## config.mk

```make
export PLATFORM = sky130hd
export DESIGN_NAME = ppu_reg_port
export DESIGN_NICKNAME = d
export VERILOG_FILES = /design/src/rtl/ppu_pkg.sv /design/src/rtl/ppu_vram_xfer.sv /design/src/rtl/ppu_reg_port.sv
export SDC_FILE = /design/constraint.sdc
export NUM_CORES = 1
export LEC_CHECK = 0
export CORE_MARGIN = 2
export CORE_UTILIZATION = 25
export DETAILED_ROUTE_END_ITERATION = 6
export GPL_ROUTABILITY_DRIVEN = 0
export GPL_TIMING_DRIVEN = 1
export PLACE_DENSITY = 0.49
export SLEW_MARGIN = 20
export SYNTH_ARGS = -nofsm -noshare
export SYNTH_HDL_FRONTEND = slang
export SYNTH_SLANG_ARGS = --single-unit
export TNS_END_PERCENT = 50
```

## constraint.sdc

```tcl
create_clock -name clk -period 3.7 [get_ports clk]
set_input_delay 0.37 -clock clk [delete_from_list [all_inputs] [get_ports clk]]
set_output_delay 0.37 -clock clk [all_outputs]
set_load 0.02 [all_outputs]
```

## src/rtl/ppu_pkg.sv

```systemverilog
// Shared types and constants for the PPU CPU register port.
package ppu_pkg;

   typedef enum logic [2:0] {
      CTRL, MASK, STATUS, OAMADDR, OAMDATA, SCROLL, ADDR, DATA
   } reg_idx_e;

   typedef enum logic [1:0] {
      ST_IDLE, ST_REQ, ST_DONE
   } xfer_state_e;

   localparam int unsigned PALETTE_BASE = 'h3F00;
   localparam int unsigned PALETTE_SIZE = 'h100;

endpackage

```

## src/rtl/ppu_vram_xfer.sv

```systemverilog
// PPUDATA access engine: req/ack handshake with VRAM plus the delayed-read buffer.
module ppu_vram_xfer
   import ppu_pkg::*;
(
   input  logic       clk,
   input  logic       reset,
   input  logic       i_start,
   input  logic       i_we,
   input  logic [7:0] i_wdata,
   input  logic       i_palette,
   input  logic [7:0] i_vram_rdata,
   input  logic       i_vram_ack,
   output logic       o_req,
   output logic       o_we,
   output logic [7:0] o_wdata,
   output logic       o_ready,
   output logic       o_done_c,
   output logic       o_rd_ack_c,
   output logic [7:0] o_rd_data_c
);

   xfer_state_e r_state, w_next;
   logic        r_req, r_ready, r_we;
   logic [7:0]  r_wdata, r_buf;

   always_ff @(posedge clk) begin
      if (reset) r_state <= ST_IDLE;
      else       r_state <= w_next;
   end

   always_comb begin
      w_next = r_state;
      case (r_state)
         ST_IDLE: if (i_start) w_next = ST_REQ;
         ST_REQ:  if (i_vram_ack) w_next = ST_DONE;
         ST_DONE: w_next = ST_IDLE;
         default: w_next = ST_IDLE;
      endcase
   end

   // Handshake flags track the next state so they line up with it cycle for cycle.
   always_ff @(posedge clk) begin
      if (reset) begin
         r_req   <= 1'b0;
         r_ready <= 1'b1;
         r_we    <= 1'b0;
         r_wdata <= 8'h00;
         r_buf   <= 8'h00;
      end else begin
         r_req   <= (w_next == ST_REQ);
         r_ready <= (w_next == ST_IDLE);
         if (r_state == ST_IDLE && i_start) begin
            r_we    <= i_we;
            r_wdata <= i_wdata;
         end
         if (o_rd_ack_c) r_buf <= i_vram_rdata;
      end
   end

   assign o_req       = r_req;
   assign o_we        = r_we;
   assign o_wdata     = r_wdata;
   assign o_ready     = r_ready;
   assign o_done_c    = (r_state == ST_DONE);
   assign o_rd_ack_c  = (r_state == ST_REQ) && i_vram_ack && !r_we;
   // Palette reads bypass the buffer; everything else returns the previous fetch.
   assign o_rd_data_c = i_palette ? i_vram_rdata : r_buf;

endmodule

```

## src/rtl/ppu_reg_port.sv

```systemverilog
// CPU-facing PPU register front end: mirrored decode, scroll/address latches, status and NMI.
// Open-bus latch with decay is enabled by defining PPU_OPEN_BUS_EN.
module ppu_reg_port
   import ppu_pkg::*;
#(
   parameter int unsigned CPU_AW   = 16,
   parameter int unsigned VRAM_AW  = 14,
   parameter int unsigned OAM_AW   = 8,
   parameter int unsigned REG_BASE = 'h2000,
   parameter int unsigned REG_SPAN = 'h2000,
   parameter int unsigned OB_DECAY = 1048576
)(
   input  logic               clk,
   input  logic               reset,
   input  logic [CPU_AW-1:0]  cpu_addr,
   input  logic               cpu_re,
   input  logic               cpu_we,
   input  logic [7:0]         cpu_wdata,
   output logic [7:0]         cpu_rdata,
   output logic               cpu_rvalid,
   output logic               cpu_ready,
   input  logic               vblank_set,
   input  logic               vblank_clr,
   input  logic               spr0_hit,
   input  logic               spr_ovf,
   output logic               nmi,
   output logic               vram_req,
   output logic               vram_we,
   output logic [VRAM_AW-1:0] vram_addr,
   output logic [7:0]         vram_wdata,
   input  logic [7:0]         vram_rdata,
   input  logic               vram_ack,
   output logic               oam_we,
   output logic [OAM_AW-1:0]  oam_addr,
   output logic [7:0]         oam_wdata,
   input  logic [7:0]         oam_rdata,
   output logic [7:0]         ppuctrl,
   output logic [7:0]         ppumask,
   output logic [7:0]         scroll_x,
   output logic [7:0]         scroll_y
);

   localparam int unsigned TH = VRAM_AW - 8;

   logic [7:0]         r_ctrl, r_mask, r_scroll_x, r_scroll_y, r_rdata, r_oam_wdata;
   logic               r_w, r_vblank, r_nmi, r_rvalid, r_oam_we;
   logic [OAM_AW-1:0]  r_oam_addr;
   logic [VRAM_AW-1:0] r_v, r_t;
   logic               w_hit, w_wr, w_rd, w_status_rd, w_start, w_pal;
   logic               w_ready, w_done, w_rd_ack;
   logic [7:0]         w_rd_val, w_xfer_rdata, w_ob;
   reg_idx_e           w_idx;

   assign w_hit       = (32'(cpu_addr) >= REG_BASE) && (32'(cpu_addr) < REG_BASE + REG_SPAN);
   assign w_idx       = reg_idx_e'(cpu_addr[2:0]);
   assign w_wr        = cpu_we & w_hit & w_ready;
   assign w_rd        = cpu_re & ~cpu_we & w_hit & w_ready;
   assign w_status_rd = w_rd & (w_idx == STATUS);
   assign w_start     = (w_wr | w_rd) & (w_idx == DATA);
   assign w_pal       = (32'(r_v) >= PALETTE_BASE) && (32'(r_v) < PALETTE_BASE + PALETTE_SIZE);

   always_comb begin
      w_rd_val = w_ob;
      case (w_idx)
         STATUS:  w_rd_val = {r_vblank, spr0_hit, spr_ovf, w_ob[4:0]};
         OAMDATA: w_rd_val = oam_rdata;
         default: ;
      endcase
   end

   always_ff @(posedge clk) begin
      if (reset) begin
         r_ctrl      <= 8'h00;
         r_mask      <= 8'h00;
         r_scroll_x  <= 8'h00;
         r_scroll_y  <= 8'h00;
         r_rdata     <= 8'h00;
         r_oam_wdata <= 8'h00;
         r_w         <= 1'b0;
         r_vblank    <= 1'b0;
         r_nmi       <= 1'b0;
         r_rvalid    <= 1'b0;
         r_oam_we    <= 1'b0;
         r_oam_addr  <= '0;
         r_v         <= '0;
         r_t         <= '0;
      end else begin
         r_nmi <= r_ctrl[7] & r_vblank;
         // Clear wins over set; a status read in the set cycle suppresses the flag.
         if (vblank_clr || w_status_rd) r_vblank <= 1'b0;
         else if (vblank_set)           r_vblank <= 1'b1;

         r_rvalid <= 1'b0;
         if (w_rd_ack) begin
            r_rdata  <= w_xfer_rdata;
            r_rvalid <= 1'b1;
         end else if (w_rd && w_idx != DATA) begin
            r_rdata  <= w_rd_val;
            r_rvalid <= 1'b1;
         end

         r_oam_we <= 1'b0;
         if (r_oam_we) r_oam_addr <= r_oam_addr + OAM_AW'(1);
         if (w_done)   r_v <= r_v + (r_ctrl[2] ? VRAM_AW'(32) : VRAM_AW'(1));
         if (w_status_rd) r_w <= 1'b0;

         if (w_wr) begin
            case (w_idx)
               CTRL:    r_ctrl <= cpu_wdata;
               MASK:    r_mask <= cpu_wdata;
               OAMADDR: r_oam_addr <= OAM_AW'(cpu_wdata);
               OAMDATA: begin
                  r_oam_we    <= 1'b1;
                  r_oam_wdata <= cpu_wdata;
               end
               SCROLL: begin
                  if (!r_w) r_scroll_x <= cpu_wdata;
                  else      r_scroll_y <= cpu_wdata;
                  r_w <= ~r_w;
               end
               ADDR: begin
                  if (!r_w) begin
                     r_t[VRAM_AW-1:8] <= cpu_wdata[TH-1:0];
                  end else begin
                     r_t[7:0] <= cpu_wdata;
                     r_v      <= {r_t[VRAM_AW-1:8], cpu_wdata};
                  end
                  r_w <= ~r_w;
               end
               default: ;
            endcase
         end
      end
   end

`ifdef PPU_OPEN_BUS_EN
   localparam int unsigned OB_CW = $clog2(OB_DECAY + 1);
   logic [7:0]       r_ob;
   logic [OB_CW-1:0] r_ob_cnt;

   // One shared decay counter; any bus refresh restarts it.
   always_ff @(posedge clk) begin
      if (reset) begin
         r_ob     <= 8'h00;
         r_ob_cnt <= '0;
      end else if (w_wr) begin
         r_ob     <= cpu_wdata;
         r_ob_cnt <= '0;
      end else if (w_rd && w_idx != DATA) begin
         r_ob     <= w_rd_val;
         r_ob_cnt <= '0;
      end else if (w_rd_ack) begin
         r_ob     <= w_xfer_rdata;
         r_ob_cnt <= '0;
      end else if (r_ob_cnt == OB_CW'(OB_DECAY - 1)) begin
         r_ob <= 8'h00;
      end else begin
         r_ob_cnt <= r_ob_cnt + OB_CW'(1);
      end
   end
   assign w_ob = r_ob;
`else
   logic w_unused_ob;
   assign w_unused_ob = (OB_DECAY == 0);
   assign w_ob        = 8'h00;
`endif

   ppu_vram_xfer u_xfer (
      .clk          (clk),
      .reset        (reset),
      .i_start      (w_start),
      .i_we         (cpu_we),
      .i_wdata      (cpu_wdata),
      .i_palette    (w_pal),
      .i_vram_rdata (vram_rdata),
      .i_vram_ack   (vram_ack),
      .o_req        (vram_req),
      .o_we         (vram_we),
      .o_wdata      (vram_wdata),
      .o_ready      (w_ready),
      .o_done_c     (w_done),
      .o_rd_ack_c   (w_rd_ack),
      .o_rd_data_c  (w_xfer_rdata)
   );

   assign cpu_ready  = w_ready;
   assign cpu_rdata  = r_rdata;
   assign cpu_rvalid = r_rvalid;
   assign nmi        = r_nmi;
   assign vram_addr  = r_v;
   assign oam_we     = r_oam_we;
   assign oam_addr   = r_oam_addr;
   assign oam_wdata  = r_oam_wdata;
   assign ppuctrl    = r_ctrl;
   assign ppumask    = r_mask;
   assign scroll_x   = r_scroll_x;
   assign scroll_y   = r_scroll_y;

endmodule
```

# Word-level counts from Yosys, hierarchy flattened
# Index checks and enable logic that the tools add are counted.
[word_totals]
ff_bits = 102
input_bits = 49
out_inout_bits = 84
word_cells = 89
[op_classes]
n_addsub = 2
magnitude_cmp = 3
eq_ne = 11
n_mux = 21
n_bitwise = 12
reduce_logical = 20
[op_table]
columns = ["operator", "count"]
rows = [
  ["2-to-1 mux 14 bit", 4],
  ["2-to-1 mux 8 bit", 6],
  ["greater-or-equal comparator 16 x 14 -> 1 bit, second input constant", 1],
  ["< comparator 16 x 15 -> 1 bit, second input constant", 1],
  ["one-hot mux 8 bit (2 select lines)", 1],
  ["adder 14 x 6 -> 14 bit", 1],
  ["greater-or-equal comparator 14 bit, second input constant", 1],
  ["== test 3 bit, second input constant", 4],
  ["AND reduction 3 bit", 3],
  ["adder 8 x 1 -> 8 bit, second input constant", 1],
  ["AND 1 bit", 8],
  ["== test 3 x 2 -> 1 bit, second input constant", 2],
  ["2-to-1 mux 1 bit", 6],
  ["2-to-1 mux 6 bit", 1],
  ["AND reduction 2 bit", 3],
  ["OR reduction 2 bit", 3],
  ["logical AND 1 bit", 5],
  ["== test 2 x 1 -> 1 bit, second input constant", 2],
  ["logical NOT 2 bit", 2],
  ["2-to-1 mux 2 bit", 2],
  ["one-hot mux 2 bit (2 select lines)", 1],
  ["== test 3 x 1 -> 1 bit, second input constant", 1],
  ["logical NOT 3 bit", 1],
  ["!= test 3 bit, second input constant", 1],
  ["6 further kinds", 8],
]

# Logic depth before layout (Yosys ltp)
# Gate-level depths: netlist of run 1.
[depth]
word_depth = 9
depth_mapped = 7
mapped_depth_nobuf = 6

# Hierarchy
# A second synthesis of run 1 with hierarchy kept.
[hier_totals]
cells_unflattened = 473
hier_area_um2 = 4546.9
[by_module_without_submodules]
columns = ["module", "instances", "cells_per_inst", "area_per_inst_um2", "seq_area_each_um2"]
rows = [
  ["ppu_reg_port", 1, 377, 3548.4, 1621.6],
  ["ppu_vram_xfer", 1, 96, 998.5, 420.4],
]

# Least setup slack after synthesis of run 1
# No wires, ideal clock.
[synth_path]
path_type = "register to register"
startpoint = "register r_v[0] (netlist: vram_addr[0])"
endpoint = "register r_v[12] (netlist: vram_addr[12])"
setup_ns = 0.088
arrival_time_ns = 1.762
t_required_ns = 3.612
setup_slack_ns = 1.849
stages_incl_launch_ff = 6
n_path_buf = 0
synth_period_minus_slack_ns = 1.851
cell_sequence = "dfxtp_1 > ha_1 > ha_1 > a31oi_1 > or4_1 > a311oi_2"
[synth_via]
elab_chain_cells = 5
[synth_rtl]
columns = ["element", "line", "source"]
rows = [
  ["start: declaration", "ppu_reg_port.sv:48", "logic [VRAM_AW-1:0] r_v, r_t;"],
  ["start signal: assignment", "ppu_reg_port.sv:104", "if (w_done) r_v <= r_v + (r_ctrl[2] ? VRAM_AW'(32) : VRAM_AW'(1));"],
  ["start signal: assignment", "ppu_reg_port.sv:126", "r_v <= {r_t[VRAM_AW-1:8], cpu_wdata};"],
  ["adder 14 x 6 -> 14 bit (*)", "ppu_reg_port.sv:104", ""],
  ["2-to-1 mux 14 bit (*)", "ppu_reg_port.sv:104", ""],
  ["2-to-1 mux 14 bit", "ppu_reg_port.sv:122", "if (!r_w) begin"],
  ["2-to-1 mux 14 bit", "ppu_reg_port.sv:108", "case (w_idx)"],
  ["2-to-1 mux 14 bit (*)", "ppu_reg_port.sv:107", "if (w_wr) begin"],
]
# Mark *: on every way between the ends. The rest lies on a longest branch, timed or not.
# A chain may end at the register's enable or synchronous reset.

# Final worst setup path of run 1
[layout_path]
startpoint = "input cpu_addr[14]"
endpoint = "register r_v[13] (netlist: vram_addr[13])"
[layout_via]
elab_chain_cells = 5
word_cells_on_any_way = 6
classes_between = "order compare (2); mux (1); bitwise (2); reduce/logical (1)"
[layout_rtl]
columns = ["element", "line", "source"]
rows = [
  ["start: declaration", "ppu_reg_port.sv:15", "input logic [CPU_AW-1:0] cpu_addr,"],
  ["greater-or-equal comparator 16 x 14 -> 1 bit or < comparator 16 x 15 -> 1 bit (tied branches)", "ppu_reg_port.sv:54", "assign w_hit = (32'(cpu_addr) >= REG_BASE) && (32'(cpu_addr) < REG_BASE + REG_SPAN);"],
  ["logical AND 1 bit (*)", "ppu_reg_port.sv:54", ""],
  ["AND 1 bit (*) (2 in a row)", "ppu_reg_port.sv:56", "assign w_wr = cpu_we & w_hit & w_ready;"],
  ["2-to-1 mux 14 bit (*)", "ppu_reg_port.sv:107", ""],
]
# Marks and branches as above.

==> results of run 1 <==
## sequential cells by signal, indices dropped and copies added, names as in the netlist, 2 cells and up
register and cells:
ppuctrl 8, scroll_x 8, ppumask 8, u_xfer.o_wdata 8, u_xfer.r_state 2, u_xfer.r_buf 8
vram_addr 14, oam_addr 8, oam_wdata 8, r_t 6, cpu_rdata 8, scroll_y 8
## cell usage after synthesis, types with 2 or more instances
| cell type | instances | share of area |
|---|---|---|
| nor2b_1 | 3 | 0.0042 |
| nor3b_1 | 2 | 0.0033 |
| inv_1 | 6 | 0.0050 |
| o31ai_1 | 7 | 0.012 |
| or4_1 | 6 | 0.010 |
| nor2_1 | 75 | 0.063 |
| clkbuf_1 | 25 | 0.021 |
| xor2_1 | 7 | 0.014 |
| mux2i_1 | 56 | 0.13 |
| a311oi_1 | 9 | 0.018 |
| a211oi_1 | 11 | 0.018 |
| and2_1 | 2 | 0.0028 |
| xnor2_1 | 3 | 0.0059 |
| a21oi_1 | 15 | 0.017 |
| nand4_1 | 10 | 0.014 |
| buf_2 | 14 | 0.016 |
| a21o_1 | 6 | 0.010 |
| a31oi_1 | 7 | 0.0098 |
| o221a_1 | 4 | 0.010 |
| o21ai_1 | 6 | 0.0067 |
| and3_1 | 5 | 0.0070 |
| o21ai_0 | 14 | 0.016 |
| ha_1 | 4 | 0.011 |
| or3_1 | 5 | 0.0070 |
| nand4bb_1 | 2 | 0.0050 |
| dfxtp_1 | 102 | 0.46 |
| nand3_1 | 11 | 0.012 |
| nand2_1 | 44 | 0.037 |
| a22oi_1 | 3 | 0.0050 |
| nand2b_1 | 4 | 0.0056 |
## layer usage
metal,track usage,wire (microns),vias to the layer above
li1,-,-,1936
met1,0.190,6320,1844
met2,0.227,6140,119
met3,0.0512,1130,11
met4,0.0397,149,0
met5,0,0,-
## critical path, stage by stage
cell,delay [ns]
clkdlybuf4s50_1,0.42
nand4bb_1,0.52
or3_1,0.90
nor2_1,0.28
a311oi_1,0.07
## worst max path at each step
| stage | slack [ns] | depth (start not counted) | to | from |
|---|---|---|---|---|
| floorplan | 1.85 | 5 | vram_addr[12] | vram_addr[0] |
| finish | 1.32 | 5 | vram_addr[13] | cpu_addr[14] |
| CTS | 1.32 | 5 | vram_addr[13] | cpu_addr[14] |
| detailed placement | 0.96 | 5 | vram_addr[13] | cpu_addr[14] |
| global placement | 0.99 | 5 | vram_addr[12] | cpu_addr[14] |
| global route | 1.14 | 5 | vram_addr[1] | cpu_addr[14] |
## cells by family after synthesis
| family | Yosys count | share of synthesized area |
|---|---|---|
| AOI/OAI and AO/OA | 91 | 0.148 |
| xor gates and xnor gates | 10 | 0.0195 |
| adders and majority gates | 4 | 0.0112 |
| buffers and inverters | 47 | 0.0441 |
| DFF | 102 | 0.455 |
| muxes | 56 | 0.125 |
| and+or+nand+nor | 180 | 0.197 |
## through the flow
| stage | setup slack (ns) | total power [mW] | util | hold slack [ns] | instances |
|---|---|---|---|---|---|
| 5_1_grt | 1.14 | 2.26 | 0.352 | 0.470 | 818 |
| 4_1_cts | 1.32 | 2.21 | 0.352 | 0.456 | 818 |
| 3_5_place_dp | 0.964 | 1.27 | 0.336 | 0.445 | 802 |
| 2_1_floorplan | 1.85 | 1.20 | - | 0.433 | 490 |
| 6_report | 1.32 | 2.17 | 0.352 | 0.454 | 818 |
| 3_3_place_gp | 0.987 | 1.27 | 0.336 | 0.439 | 802 |
## cell type report
type                    count  area (sq um)  share of cell area
flip-flops and latches    102          2040               0.333
inverters                   7          26.3             0.00428
clock buffers              12           256              0.0418
multi-input cells         341          2240               0.366
well taps                 225           282              0.0459
clock inverters             4          30.0             0.00490
repair buffers            127          1250               0.204
## power by group
group | switching (mW) | internal, mW | total (mW)
Combinational | 0.0790 | 0.0608 | 0.140
Sequential | 0.00449 | 1.10 | 1.11
Clock | 0.425 | 0.496 | 0.921
Total | 0.508 | 1.66 | 2.17
==> results.json, run 1 <==
{
  "clock_sinks": 102,
  "n_antenna_cell": 0,
  "min_path_cells": 2,
  "coreArea_sq_mm": 0.0174,
  "rows": 48,
  "crit_fanout": 28,
  "port_buffers": 122,
  "synthFlopType": "dfxtp_1",
  "via_per_inst": 4.78,
  "drc": 0,
  "drt_iter0_drc": 170,
  "ant_nets": 0,
  "worst_pin_slew_ns": 0.940,
  "syn_area_sq_mm": 0.00448,
  "clkSlewWorstSetupHoldPaths_ns": 0.07,
  "slew_headroom": 0.373,
  "tns_ns": 0,
  "rsz0062_at_grt": "no",
  "required_ns": 3.89,
  "dp_hpwl_microns": 9430,
  "cts_hold_buf": 0,
  "antenna_found_initial": 0,
  "skew_ns": 0.00575,
  "drive_above_1_share": 0.0540,
  "path_class": "input pin to register",
  "final_cell_mix": "121 x clkdlybuf4s50_1, 102 x dfxtp_1, 75 x nor2_1",
  "io_pins": 133,
  "reg2reg_depth": 4,
  "min-delay-start": "u_xfer.r_buf[7]",
  "layout_commonest_cell": "clkdlybuf4s50_1",
  "hold_viol_final": 0,
  "r2r-end": "vram_addr[13]",
  "setup_viol": 0,
  "firstDrtPassIters": 4,
  "cts.htree.levels": 3,
  "fillers": 1762,
  "synth_warnings": 0,
  "cts_buffers": 9,
  "post_drt_wl_per_cell_microns": 16.8,
  "min_path_type": "register to register",
  "fin_crit_sh": 0.644,
  "grt_pass1_wl_microns": 20900,
  "ys_async_sr_fraction": 0,
  "cts_setup_buffers": 0,
  "layout_min_cycle_time_ns": 2.38,
  "status": "finished clean",
  "wl_microns": 13700,
  "p_leak_nw": 2.35,
  "maxCapViolations": 0,
  "hold-path-endpoint": "u_xfer.r_buf[7]",
  "start_kind": "input pin",
  "max_freq_mhz": 420,
  "post_cts_resized": 0,
  "vias": 3910,
  "arrival_ns": 2.57,
  "grt_start_max_net_pins": 84,
  "grt_use_total": 0.145,
  "initial_utilization": 0.257,
  "fin_nets": 641,
  "synth_cell_types": 52,
  "synth-edff-count": 0,
  "worst_setup_path_end_kind": "register",
  "fp.dieH_microns": 138,
  "p_per_area_mw_per_mm2": 354,
  "clk_latency_ns": 0.35,
  "netlist_instances": 490,
  "syn_nets": 543,
  "clock-root-buffer": "clkbuf_16",
  "final_area_sq_mm": 0.00613,
  "slew_violations": 0,
  "dieWidth_microns": 138,
  "grt_overflow": 0,
  "synth-seq-cells": 102,
  "cts_buffer_depth": 2,
  "peakVddDrop_mv": 0.248,
  "grt_pass1_vias": 3750,
  "tritoncts": "yes",
  "syn_avg_cell_area_sq_um": 9.15,
  "area_delta_synth_final_pct": 36.8,
  "r2r_start": "u_xfer.o_ready",
  "rrSetupSlack_ns": 1.46,
  "place_area_sq_mm": 0.00585,
  "synth_seq_area_share": 0.455,
  "die-area_sq_mm": 0.0190
}
Note: power is estimated with default switching activity, not from simulation.
==> run 2: changes to the inputs <==
Settings changed: PLACE_DENSITY 0.49 to 0.5.
Clock period 3.7 ns to 2.15 ns, I/O delays scaled along.
==> results.json, run 2 (same netlist as run 1, synthesis figures left out) <==
{
  "layout_min_cycle_time_ns": 1.91,
  "grt_pass1_wl_microns": 21000,
  "fillers": 1770,
  "arrival_ns": 2.17,
  "grt_overflow": 0,
  "fp.dieH_microns": 138,
  "status": "finished clean",
  "required_ns": 2.41,
  "grt_start_max_net_pins": 84,
  "firstDrtPassIters": 4,
  "io_pins": 133,
  "die-area_sq_mm": 0.0190,
  "slew_violations": 0,
  "peakVddDrop_mv": 0.427,
  "post_cts_resized": 0,
  "wl_microns": 13700,
  "grt_pass1_vias": 3839,
  "cts_buffers": 9,
  "clk_latency_ns": 0.35,
  "placed_cells": 821,
  "hold-path-endpoint": "u_xfer.r_buf[3]",
  "fin_hold_ws_ns": 0.447,
  "cts_buffer_depth": 2,
  "r2r_start": "ppuctrl[2]",
  "p_per_area_mw_per_mm2": 630,
  "crit_fanout": 8,
  "post_drt_wl_per_cell_microns": 16.4,
  "min_path_type": "input pin to register",
  "dp_hpwl_microns": 9490,
  "start_kind": "register",
  "drt_iter0_drc": 197,
  "fin_nets": 660,
  "maxCapViolations": 0,
  "tns_ns": 0,
  "via_per_inst": 4.76,
  "worst_pin_slew_ns": 0.952,
  "max_freq_mhz": 524,
  "min-delay-start": "vram_rdata[3]",
  "coreArea_sq_mm": 0.0174,
  "rrSetupSlack_ns": 0.24,
  "port_buffers": 122,
  "place_ws_ns": 0.0424,
  "clkSlewWorstSetupHoldPaths_ns": 0.07,
  "reg2reg_depth": 6,
  "rows": 48,
  "cts_hold_buf": 0,
  "hold_viol_final": 0,
  "stdcell_count": 837,
  "min_path_cells": 3,
  "grt.busiest_layer": "met2",
  "fin_crit_sh": 0.888,
  "dieWidth_microns": 138,
  "grt_util_met3": 0.0515,
  "n_antenna_cell": 0,
  "cts.htree.levels": 3,
  "final_cell_mix": "121 x clkdlybuf4s50_1, 102 x dfxtp_1, 75 x nor2_1",
  "area_delta_synth_final_pct": 41.9,
  "p_leak_nw": 2.48,
  "skew_ns": 0.00760,
  "use_met1": 0.196,
  "slew_headroom": 0.365,
  "cts_setup_buffers": 0,
  "clock-root-buffer": "clkbuf_16",
  "ant_nets": 0,
  "initial_utilization": 0.257,
  "gr-usage-met2": 0.217,
  "drive_above_1_share": 0.0866,
  "largest_register_ffs": 14,
  "rsz0062_at_grt": "no",
  "worst_slack_ns": 0.240,
  "layout_commonest_cell": "clkdlybuf4s50_1",
  "drc": 0,
  "tritoncts": "yes",
  "path_class": "register to register",
  "grt_use_total": 0.145,
  "worst_setup_path_end_kind": "register",
  "antenna_found_initial": 0,
  "clock_sinks": 102,
  "setup_viol": 0,
  "vias": 3985,
  "r2r-end": "vram_addr[12]"
}
-- run 2: worst max-delay path by stage --
stage            startpoint             to  slack (ns)  cells after the start
2_1_floorplan  vram_addr[0]  vram_addr[12]        0.30                      5
3_3_place_gp   cpu_addr[14]     ppumask[7]        0.06                      7
3_5_place_dp   cpu_addr[14]     ppumask[3]        0.04                      7
4_1_cts          ppuctrl[2]  vram_addr[12]        0.21                      6
5_1_grt          ppuctrl[2]  vram_addr[12]        0.13                      6
6_report         ppuctrl[2]  vram_addr[12]        0.24                      6
-- run 2: layout make-up --
| type | instances | area, sq um | area share |
|---|---|---|---|
| clock buffer | 11 | 253 | 0.0397 |
| multi-input combinational | 341 | 2250 | 0.354 |
| tap | 225 | 282 | 0.0443 |
| sequential | 102 | 2040 | 0.321 |
| timing repair buffer | 146 | 1420 | 0.223 |
| clock inverter | 5 | 86.3 | 0.0136 |
| inverter | 7 | 26.3 | 0.00413 |
-- run 2: per-stage QoR --
| stage | utilization | total power [mW] | area [sq um] |
|---|---|---|---|
| 3_5_place_dp | 0.346 | 2.20 | 6020 |
| 2_1_floorplan | - | 2.06 | 4480 |
| 5_1_grt | 0.365 | 4.16 | 6360 |
| 4_1_cts | 0.365 | 4.07 | 6360 |
| 3_3_place_gp | 0.346 | 2.20 | 6020 |
| 6_report | 0.365 | 4.01 | 6360 |
-- run 2: routing by layer --
| layer | wire length (microns) | part of all wire | up-vias |
|---|---|---|---|
| met5 | 0 | 0 | - |
| met2 | 5980 | 0.44 | 134 |
| met1 | 6430 | 0.47 | 1864 |
| met4 | 142 | 0.010 | 0 |
| met3 | 1140 | 0.083 | 10 |
| li1 | - | - | 1977 |
-- run 2: worst max-delay path, stage by stage, from the launching register on --
cell      delay [ns]
dfxtp_1         0.40
inv_1           0.06
ha_1            0.20
ha_1            0.23
a31oi_1         0.50
o31ai_1         0.16
a311oi_2        0.29
-- run 2: power breakdown --
group	leakage (nW)	switching, mW	internal, mW
Sequential	0.822	0.00752	1.90
Combinational	1.49	0.139	0.113
Clock	0.167	0.749	1.10
